[src/rtl/imem_loader_pkg.sv]
// Shared types and constants for the instruction-memory loader.
package imem_loader_pkg;

  typedef enum logic [2:0] {
    IDLE  = 3'd0,
    RECV  = 3'd1,
    WRITE = 3'd2,
    CHECK = 3'd3,
    DONE  = 3'd4
  } state_t;

  localparam int BYTES_PER_WORD  = 4;
  localparam int WORD_ADDR_SHIFT = 2;

endpackage

[src/rtl/imem_loader_byte_assembler.sv]
// Packs accepted bytes little-endian into a 32-bit word; word/word_ready
// present the completed word combinationally on the 4th accepted byte.
module byte_assembler
  import imem_loader_pkg::*;
(
  input  logic        clk,
  input  logic        reset,
  input  logic        clear,
  input  logic        accept,
  input  logic [7:0]  byte_data,
  output logic [31:0] word,
  output logic        word_ready
);

  logic [1:0]  idx_reg;
  logic [31:0] word_reg;

  // Each lane takes the incoming byte only when the index points at it.
  generate
    for (genvar gi = 0; gi < BYTES_PER_WORD; gi++) begin : g_lane
      assign word[8*gi +: 8] = (accept && (idx_reg == 2'(gi))) ? byte_data
                                                               : word_reg[8*gi +: 8];
    end
  endgenerate

  assign word_ready = accept && (idx_reg == 2'(BYTES_PER_WORD - 1));

  always_ff @(posedge clk) begin
    if (reset || clear) begin
      idx_reg  <= 2'd0;
      word_reg <= 32'd0;
    end else if (accept) begin
      idx_reg  <= idx_reg + 2'd1;
      word_reg <= word;
    end
  end

endmodule

[src/rtl/imem_loader.sv]
// Streams program bytes into instruction memory while holding the core.
// Optional trailing-checksum byte: define IMEM_LOADER_CHECKSUM_EN.
module imem_loader
  import imem_loader_pkg::*;
#(
  parameter int          DEPTH_WORDS = 64,
  parameter logic [31:0] BASE_ADDR   = 32'h0000_0000,
  parameter int          LEN_WIDTH   = 16
) (
  input  logic                 clk,
  input  logic                 reset,
  input  logic                 start,
  input  logic [LEN_WIDTH-1:0] len_words,
  input  logic                 byte_valid,
  input  logic [7:0]           byte_data,
  output logic                 byte_ready,
  output logic                 mem_write,
  output logic [31:0]          mem_address,
  output logic [31:0]          mem_write_data,
  output logic                 cpu_hold,
  output logic                 busy,
  output logic                 done,
  output logic                 error
);

  state_t state_reg, state_next;

  logic [LEN_WIDTH-1:0] len_reg;
  logic [LEN_WIDTH-1:0] word_idx_reg;
  logic [31:0]          mem_address_reg;
  logic [31:0]          mem_write_data_reg;
  logic                 byte_ready_reg, mem_write_reg, cpu_hold_reg;
  logic                 busy_reg, done_reg, error_reg, error_next;

  logic        start_ok, start_zero, start_big, accept, clear;
  logic [31:0] word;
  logic        word_ready;

  assign start_zero = start && (len_words == '0);
  assign start_ok   = start && !start_zero && (32'(len_words) <= 32'(DEPTH_WORDS));
  assign start_big  = start && !start_zero && !start_ok;
  assign accept     = byte_valid && (state_reg == RECV);
  assign clear      = (state_reg == IDLE) && start_ok;

`ifdef IMEM_LOADER_CHECKSUM_EN
  logic [7:0] csum_reg;

  always_ff @(posedge clk) begin
    if (reset || clear) begin
      csum_reg <= 8'd0;
    end else if (accept) begin
      csum_reg <= csum_reg ^ byte_data;
    end
  end
`endif

  byte_assembler u_assembler (
    .clk        (clk),
    .reset      (reset),
    .clear      (clear),
    .accept     (accept),
    .byte_data  (byte_data),
    .word       (word),
    .word_ready (word_ready)
  );

  always_comb begin
    state_next = state_reg;
    error_next = error_reg;
    case (state_reg)
      IDLE: begin
        if (start_big) begin
          error_next = 1'b1;
        end else if (start_ok) begin
          error_next = 1'b0;
          state_next = RECV;
        end else if (start_zero) begin
          error_next = 1'b0;
          state_next = DONE;
        end
      end
      RECV: begin
        if (word_ready) state_next = WRITE;
      end
      WRITE: begin
        // word_idx_reg was already advanced when this write was captured.
        if (word_idx_reg == len_reg) begin
`ifdef IMEM_LOADER_CHECKSUM_EN
          state_next = CHECK;
`else
          state_next = DONE;
`endif
        end else begin
          state_next = RECV;
        end
      end
`ifdef IMEM_LOADER_CHECKSUM_EN
      CHECK: begin
        if (byte_valid) begin
          state_next = DONE;
          if (byte_data != csum_reg) error_next = 1'b1;
        end
      end
`endif
      DONE:    state_next = IDLE;
      default: state_next = IDLE;
    endcase
  end

  always_ff @(posedge clk) begin
    if (reset) begin
      state_reg          <= IDLE;
      len_reg            <= '0;
      word_idx_reg       <= '0;
      mem_address_reg    <= 32'd0;
      mem_write_data_reg <= 32'd0;
      byte_ready_reg     <= 1'b0;
      mem_write_reg      <= 1'b0;
      cpu_hold_reg       <= 1'b0;
      busy_reg           <= 1'b0;
      done_reg           <= 1'b0;
      error_reg          <= 1'b0;
    end else begin
      state_reg      <= state_next;
      error_reg      <= error_next;
      // All status outputs are registered copies of the upcoming state.
      byte_ready_reg <= (state_next == RECV) || (state_next == CHECK);
      mem_write_reg  <= (state_next == WRITE);
      cpu_hold_reg   <= (state_next == RECV) || (state_next == WRITE) ||
                        (state_next == CHECK);
      busy_reg       <= (state_next != IDLE);
      done_reg       <= (state_next == DONE);
      if (clear) begin
        len_reg      <= len_words;
        word_idx_reg <= '0;
      end
      if (word_ready) begin
        mem_address_reg    <= BASE_ADDR + (32'(word_idx_reg) << WORD_ADDR_SHIFT);
        mem_write_data_reg <= word;
        word_idx_reg       <= word_idx_reg + LEN_WIDTH'(1);
      end
    end
  end

  assign byte_ready     = byte_ready_reg;
  assign mem_write      = mem_write_reg;
  assign mem_address    = mem_address_reg;
  assign mem_write_data = mem_write_data_reg;
  assign cpu_hold       = cpu_hold_reg;
  assign busy           = busy_reg;
  assign done           = done_reg;
  assign error          = error_reg;

endmodule
[config.mk]
export PLATFORM = sky130hd
export DESIGN_NAME = imem_loader
export DESIGN_NICKNAME = d
export VERILOG_FILES = /design/src/rtl/imem_loader_pkg.sv /design/src/rtl/imem_loader_byte_assembler.sv /design/src/rtl/imem_loader.sv
export SDC_FILE = /design/constraint.sdc
export NUM_CORES = 1
export LEC_CHECK = 0
export BUFFER_PORTS_ARGS = -buffer_cell sky130_fd_sc_hd__buf_2
export CAP_MARGIN = 40
export CORE_MARGIN = 5
export CORE_UTILIZATION = 45
export DETAILED_ROUTE_END_ITERATION = 8
export GPL_TIMING_DRIVEN = 1
export PLACE_DENSITY = 0.65
export SKIP_CTS_REPAIR_TIMING = 1
export SLEW_MARGIN = 20
export SYNTH_ARGS = -nofsm -noshare
export SYNTH_HDL_FRONTEND = slang
export SYNTH_HIERARCHICAL = 1
export SYNTH_SLANG_ARGS = --single-unit
[constraint.sdc]
create_clock -name clk -period 5.5 [get_ports clk]
set_clock_uncertainty 0.05 [all_clocks]
set_input_delay 0.275 -clock clk [delete_from_list [all_inputs] [get_ports clk]]
set_output_delay 0.275 -clock clk [all_outputs]
set_load 0.03 [all_outputs]
==> results of run 1 <==
synthesized netlist by cell type, types with 3 or more instances:
| master | instances | area (sq um) |
|---|---|---|
| a31o_1 | 5 | 43.8 |
| nand4_1 | 7 | 43.8 |
| xor2_1 | 3 | 26.3 |
| buf_6 | 7 | 78.8 |
| nor2_1 | 60 | 225 |
| nand2_1 | 50 | 188 |
| inv_1 | 7 | 26.3 |
| o21ai_0 | 6 | 30.0 |
| o21ai_1 | 8 | 40.0 |
| mux2i_1 | 47 | 470 |
| a21oi_2 | 4 | 35.0 |
| nor4_1 | 3 | 18.8 |
| dfxtp_1 | 123 | 2460 |
| buf_2 | 15 | 75.1 |
| nor3_1 | 4 | 20.0 |
| nand3_1 | 53 | 265 |
| or4_1 | 3 | 22.5 |
| buf_1 | 3 | 11.3 |
| xnor2_1 | 20 | 175 |
| and3_1 | 13 | 81.3 |
| o211ai_1 | 4 | 30.0 |
| buf_4 | 26 | 195 |
| ha_1 | 5 | 62.6 |
| a21bo_2 | 32 | 320 |
| clkbuf_1 | 9 | 33.8 |
| a21oi_1 | 34 | 170 |
metal layers:
layer	up-vias	wire length, um
li1	2156	-
met1	2004	5910
met2	98	5590
met3	23	601
met4	0	244
met5	-	0
layout by cell type, fill, tap and decap left out, types with 2 or more instances in the layout:
cell       instances
a211o_1            2
buf_2             81
nor4_1             3
xnor2_1           20
a22o_1             2
buf_4              2
and3_1            12
o21a_1             2
o221a_2            2
clkbuf_8           5
and4_1             2
conb_1            16
xor2_1             3
nor2_1            60
o21ai_0            6
or3_1              2
a21oi_1           34
inv_1              6
clkinv_2           6
o21ai_1            8
buf_12             2
o211ai_1           4
o31ai_1            2
nand2_1           50
a21bo_2           32
nand3_1           53
clkbuf_16         17
dfxtp_1          123
mux2i_1           47
nand4_1            7
a21oi_2            4
a31o_1             5
nor3_1             4
ha_1               5
a32o_1             2
or4_1              3
power by group:
group	internal, mW	switching, mW	total (mW)	leakage, nW
Clock	0.670	0.382	1.05	0.283
Sequential	0.892	0.000312	0.893	0.990
Combinational	0.0125	0.0437	0.0562	1.44
per-stage QoR:
stage	total power [mW]	util	std cells
after floorplan	0.954	-	608
after global placement	0.965	0.482	796
after detailed placement	0.968	0.485	798
final	2.00	0.532	828
after global routing	2.07	0.532	828
after CTS	2.02	0.532	828
cell families (layout without fill, tap and decap cells):
logic type	Yosys count	after routing
simple gates	209	209
flops	123	123
compound gates	114	114
buf+inv	71	123
mux	47	47
xor+xnor	23	23
fa+ha+maj	5	5
other cells	1	16
layout make-up:
| type | count | area, sq um |
|---|---|---|
| fillers | 1103 | 5650 |
| repair buffers | 85 | 460 |
| clock buffers | 22 | 494 |
| clock inverters | 8 | 67.6 |
| flip-flops and latches | 123 | 2460 |
| multi-input cells | 414 | 2690 |
| well taps | 168 | 210 |
| inverters | 8 | 30.0 |
worst max-delay path, delay by kind of cell, from the launching register on:
| family | cells | cell delay, ns |
|---|---|---|
| AND/OR/NAND/NOR | 6 | 1.85 |
| flip-flops | 1 | 0.37 |
| AO/OA/AOI/OAI | 1 | 0.08 |
| buffers and inverters | 1 | 0.53 |
worst paths after layout:
check	start	end	slack, ns	cells after the start
hold / removal	len_words[2]	len_reg[2]	0.05	3
setup / recovery	state_reg[1]	word_idx_reg[10]	2.53	8
hold reg to reg	len_reg[5]	len_reg[5]	0.42	2
setup reg to reg	state_reg[1]	word_idx_reg[10]	2.53	8
==> flow_summary.ini, run 1 <==
[outcome]
status = completed

[drt]
drtIter0Drc = 278
vias = 4281
wire_per_inst_um = 14.9
drtAntennaViolNets = 0
viasPerCell = 5.17
first_pass_iters = 4
wirelength_mm = 12.3
drc = 0

[placement]
gp_congestion = 0.808
io_buffers = 81
pre_cts_ws_ns = 2.50
place_area_sq_um = 5850
dp_hpwl_mm = 8.63

[power_and_ir_drop]
ir_drop_mv = 0.161
p_per_area_nw_per_um2 = 312
p_leak_nw = 2.72

[clock_tree]
cts_tree = built
cts_max_path_buffers = 2
cts.sinks = 123
cts.htree.levels = 4
cts_inserted_buffers = 17
worstSkewPairLatency_ns = 0.42
clk_pin_slew_ns = 0.05
cts_root_buffer = clkbuf_16

[global_routing]
grt_pass1_wl_mm = 20.2
grt_use_met3 = 0.0476
use_met2 = 0.261
grt_max_degree = 41
gr-usage-met1 = 0.234
first_global_vias = 4101
grt_use_total = 0.175
antenna_found_initial = 0
grt-busiest-layer = met2
grt-ovfl-total = 0

[sta]
tightest_slew_ns = 0.811
setup_tns_ns = 0
rsz0062_at_grt = false
hold_violations = 0
whs_ns = 0.0519
setup_viol = 0
max_freq_ghz = 0.336
maxSlewViolCount = 0
layout_setup_ws_ns = 2.53
layout_min_cycle_time_ns = 2.97
fin_crit_sh = 0.540
slew_headroom = 0.459

[yosys]
syn_inst = 593
synthXorXnorAreaFrac = 0.0363
seq_area_frac_synth = 0.444
synthArstFlopShare = 0
syn_area_sq_um = 5540
synth_warnings = 6
yosysUniqueCellTypes = 59
synth-simple-area-share = 0.188
synth_edf_count = 0
synth_adder_area_share = 0.0113
synth_top_family_by_area = simple AND/OR/NAND/NOR gates
synth_compound_area_frac = 0.154
synth-main-ff-cell = dfxtp_1
postSynthAreaPerCell_sq_um = 9.35
ys_ff_latch = 123
synth_mux_area_frac = 0.0849

[floorplanning]
ioPinCount = 98
num_rows = 40
die_w_um = 121
die_y_um = 121
core_area_sq_um = 12100
die_area_sq_um = 14600
initial_core_util = 0.460

[critical_path]
cp_cell_sequence = nor2_1, and3_2, nand2_1, inv_2, nand2_1, or4_4, or3_1, o21ai_1
setup.worst_path.start_class = flip-flop
crit_type = flip-flop to flip-flop
path_max_fanout = 28
slowest_delay_ns = 0.56
path_common_cell = nand2_1
required_ns = 5.79
critPathArrivalTime_ns = 3.26
end_kind = flip-flop
cp_slowest_cell = or4_4

[flow_run]
drv_cap = 0

[cells_and_area]
fin_nets = 682
n_antenna_cell = 0
area_growth_pct = 15.7
stdcell_area_sq_um = 6420
drive_gt1_frac = 0.250

[worst_hold_path]
holdCritPathClass = input port to flip-flop
No activity file was read; power rests on OpenSTA's default activity.
==> run 2, diff against run 1 <==
--- a/config.mk
+++ b/config.mk
@@ -5,6 +5,7 @@
 export SDC_FILE = /design/constraint.sdc
 export NUM_CORES = 1
 export LEC_CHECK = 0
+export ABC_AREA = 1
 export BUFFER_PORTS_ARGS = -buffer_cell sky130_fd_sc_hd__buf_2
 export CAP_MARGIN = 40
 export CORE_MARGIN = 5
==> constraint.sdc (replaced) <==
create_clock -name clk -period 3.1 [get_ports clk]
set_clock_uncertainty 0.05 [all_clocks]
set_input_delay 0.155 -clock clk [delete_from_list [all_inputs] [get_ports clk]]
set_output_delay 0.155 -clock clk [all_outputs]
set_load 0.03 [all_outputs]
==> run 2 against run 1 <==
The flow now finishes with violations (hold timing). Final cell count up 28%. First-iteration DRC count down 2.5%. Utilization up 0.95 points. Register-to-register slack worse by 1.8 ns. Design area up 2.2%. Power up 79%. Clock power up 80%. Flip-flop and latch count unchanged. Largest power group unchanged.
==> flow_summary.ini, run 2 <==
[cells_and_area]
fill_cells = 1218
stdcell_area_sq_um = 6560
area_growth_pct = 17.3
drive_gt1_frac = 0.161
final_cell_mix = 163 x nand2_1, 136 x nor2_1, 125 x inv_1, 123 x dfxtp_1, 81 x buf_2
final_common_cell = nand2_1
n_antenna_cell = 0
fin_cells = 1061
fin_nets = 913

[critical_path]
required_ns = 3.35
cp_cell_sequence = inv_1, nor3b_2, nand2_2, inv_2, buf_4, nand2_1, nor2_1, a21oi_1, o21a_1
path_delay_family = simple AND/OR/NAND/NOR gates
path_buf_inv = 3
slowest_delay_ns = 0.53
setup.worst_path.start_class = flip-flop
r2r-start = state_reg[0]
end_kind = flip-flop
crit_type = flip-flop to flip-flop
path_max_fanout = 74
cp_slowest_cell = buf_4
critPathArrivalTime_ns = 2.58
reg2reg_slack_ns = 0.76
cp-startpoint = state_reg[0]

[placement]
gp_congestion = 0.791
dp_hpwl_mm = 8.57
io_buffers = 81
dp_cells = 1027
place_area_sq_um = 5970

[outcome]
status = finished with violations
violations = hold timing

[sta]
setup_tns_ns = 0
max_freq_ghz = 0.428
hold_violations = 1
maxSlewViolCount = 0
tightest_slew_ns = 0.697
rsz0062_at_grt = false
whs_ns = -0.000227
slew_headroom = 0.535
layout_min_cycle_time_ns = 2.34
setup_viol = 0
fin_crit_sh = 0.753

[yosys]
synth_mux_area_frac = 0
syn_inst = 810
yosysUniqueCellTypes = 33
ys_ff_latch = 123
yosysTopAreaCellShare = 0.441
yosysMostFrequentCell = nand2_1
synth_edf_count = 0
seq_area_frac_synth = 0.441
synth_warnings = 6
synth_top_family_by_area = simple AND/OR/NAND/NOR gates
synth-main-ff-cell = dfxtp_1
synth.cells.most_frequent = 163 x nand2_1, 136 x nor2_1, 126 x inv_1
synth.area.top_cells = dfxtp_1 44%, nand2_1 11%, nor2_1 9.1%, inv_1 8.5%, nand3_1 4.9%
synth-simple-area-share = 0.299
synth_compound_area_frac = 0.0942
synth_adder_area_share = 0.0112
syn_area_sq_um = 5590
synthArstFlopShare = 0
synth_top_area_cell = dfxtp_1
postSynthAreaPerCell_sq_um = 6.90
synthXorXnorAreaFrac = 0.00627

[global_routing]
antenna_found_initial = 0
first_global_vias = 4643
grt-ovfl-total = 0
grt_use_total = 0.183
grt_pass1_wl_mm = 21.9
grt_max_degree = 75

[drt]
drtIter0Drc = 271
wire_per_inst_um = 12.0
drtAntennaViolNets = 0
first_pass_iters = 5
drc = 0
viasPerCell = 4.53
wirelength_mm = 12.7
vias = 4811

[power_and_ir_drop]
p_per_area_nw_per_um2 = 545
ir_drop_mv = 0.259
power_mw = 3.57
p_leak_nw = 3.46

[floorplanning]
die_w_um = 121
die_area_sq_um = 14700
die_y_um = 121
core_area_sq_um = 12100
initial_core_util = 0.461
ioPinCount = 98
num_rows = 40

[clock_tree]
cts.htree.levels = 4
cts_tree = built
clk_pin_slew_ns = 0.06
cts.sinks = 123
cts_inserted_buffers = 17
cts_root_buffer = clkbuf_16
worstSkewPairLatency_ns = 0.40
cts_max_path_buffers = 2

[flow_run]
drv_cap = 0

[worst_hold_path]
holdCritPathClass = input port to flip-flop
min_from = len_words[1]
## run 2: changes by cell type in the layout (fill, tap and decap cells not counted), sizes merged, moves of 5 or more
cell and change:
xnor2 -20, o21ai +43, a21bo -32, nor4 -5
and3 -13, mux2i -47, nand2 +125, a31o -5
or4 -5, nor2 +85, inv +123
## run 2: metal layers
layer | vias up | track usage | part of all wire
met5 | - | 0 | 0
met3 | 13 | 0.0517 | 0.058
met2 | 105 | 0.288 | 0.44
met4 | 0 | 0.0595 | 0.013
met1 | 2114 | 0.242 | 0.49
li1 | 2579 | - | -
## run 2: worst register-to-register path, stage by stage, from the launching register on
cell and delay (ns):
dfxtp_1 0.39, inv_1 0.09, nor3b_2 0.28, nand2_2 0.18, inv_2 0.09, buf_4 0.53, nand2_1 0.25, nor2_1 0.18
a21oi_1 0.08, o21a_1 0.13
## run 2: kinds of logic after synthesis
logic type	count (synthesis)
DFF	123
xor gates and xnor gates	4
buffers and inverters	184
and+or+nand+nor	393
adders and majority gates	5
other	1
AOI/OAI and AO/OA	100
## run 2: final cells by class
cell class,count,area (sq um),share of cell area
flip-flops and latches,123,2460,0.376
multi-input cells,518,2360,0.360
inverters,131,492,0.0750
clock buffers,24,472,0.0719
repair buffers,89,470,0.0717
well taps,168,210,0.0321
clock inverters,8,92.6,0.0141
## run 2: worst paths after layout
check / to / cells after the start
worst max-delay path: word_idx_reg[11] / 9
worst min register to register: len_reg[11] / 2
worst min-delay path: len_reg[1] / 3
worst max register to register: word_idx_reg[11] / 9
## run 2: report_power, final
| group | internal (mW) | switching [mW] | leakage (nW) |
|---|---|---|---|
| Clock | 1.22 | 0.668 | 0.278 |
| Sequential | 1.58 | 0.000591 | 0.990 |
| Combinational | 0.0246 | 0.0775 | 2.19 |
| Total | 2.83 | 0.746 | 3.46 |
## run 2: per-stage QoR
stage | worst slack [ns] | utilization
after floorplan | 1.09 | -
after global placement | 0.824 | 0.493
after detailed placement | 0.780 | 0.493
after CTS | 0.765 | 0.540
after global routing | 0.561 | 0.541
final | 0.765 | 0.541
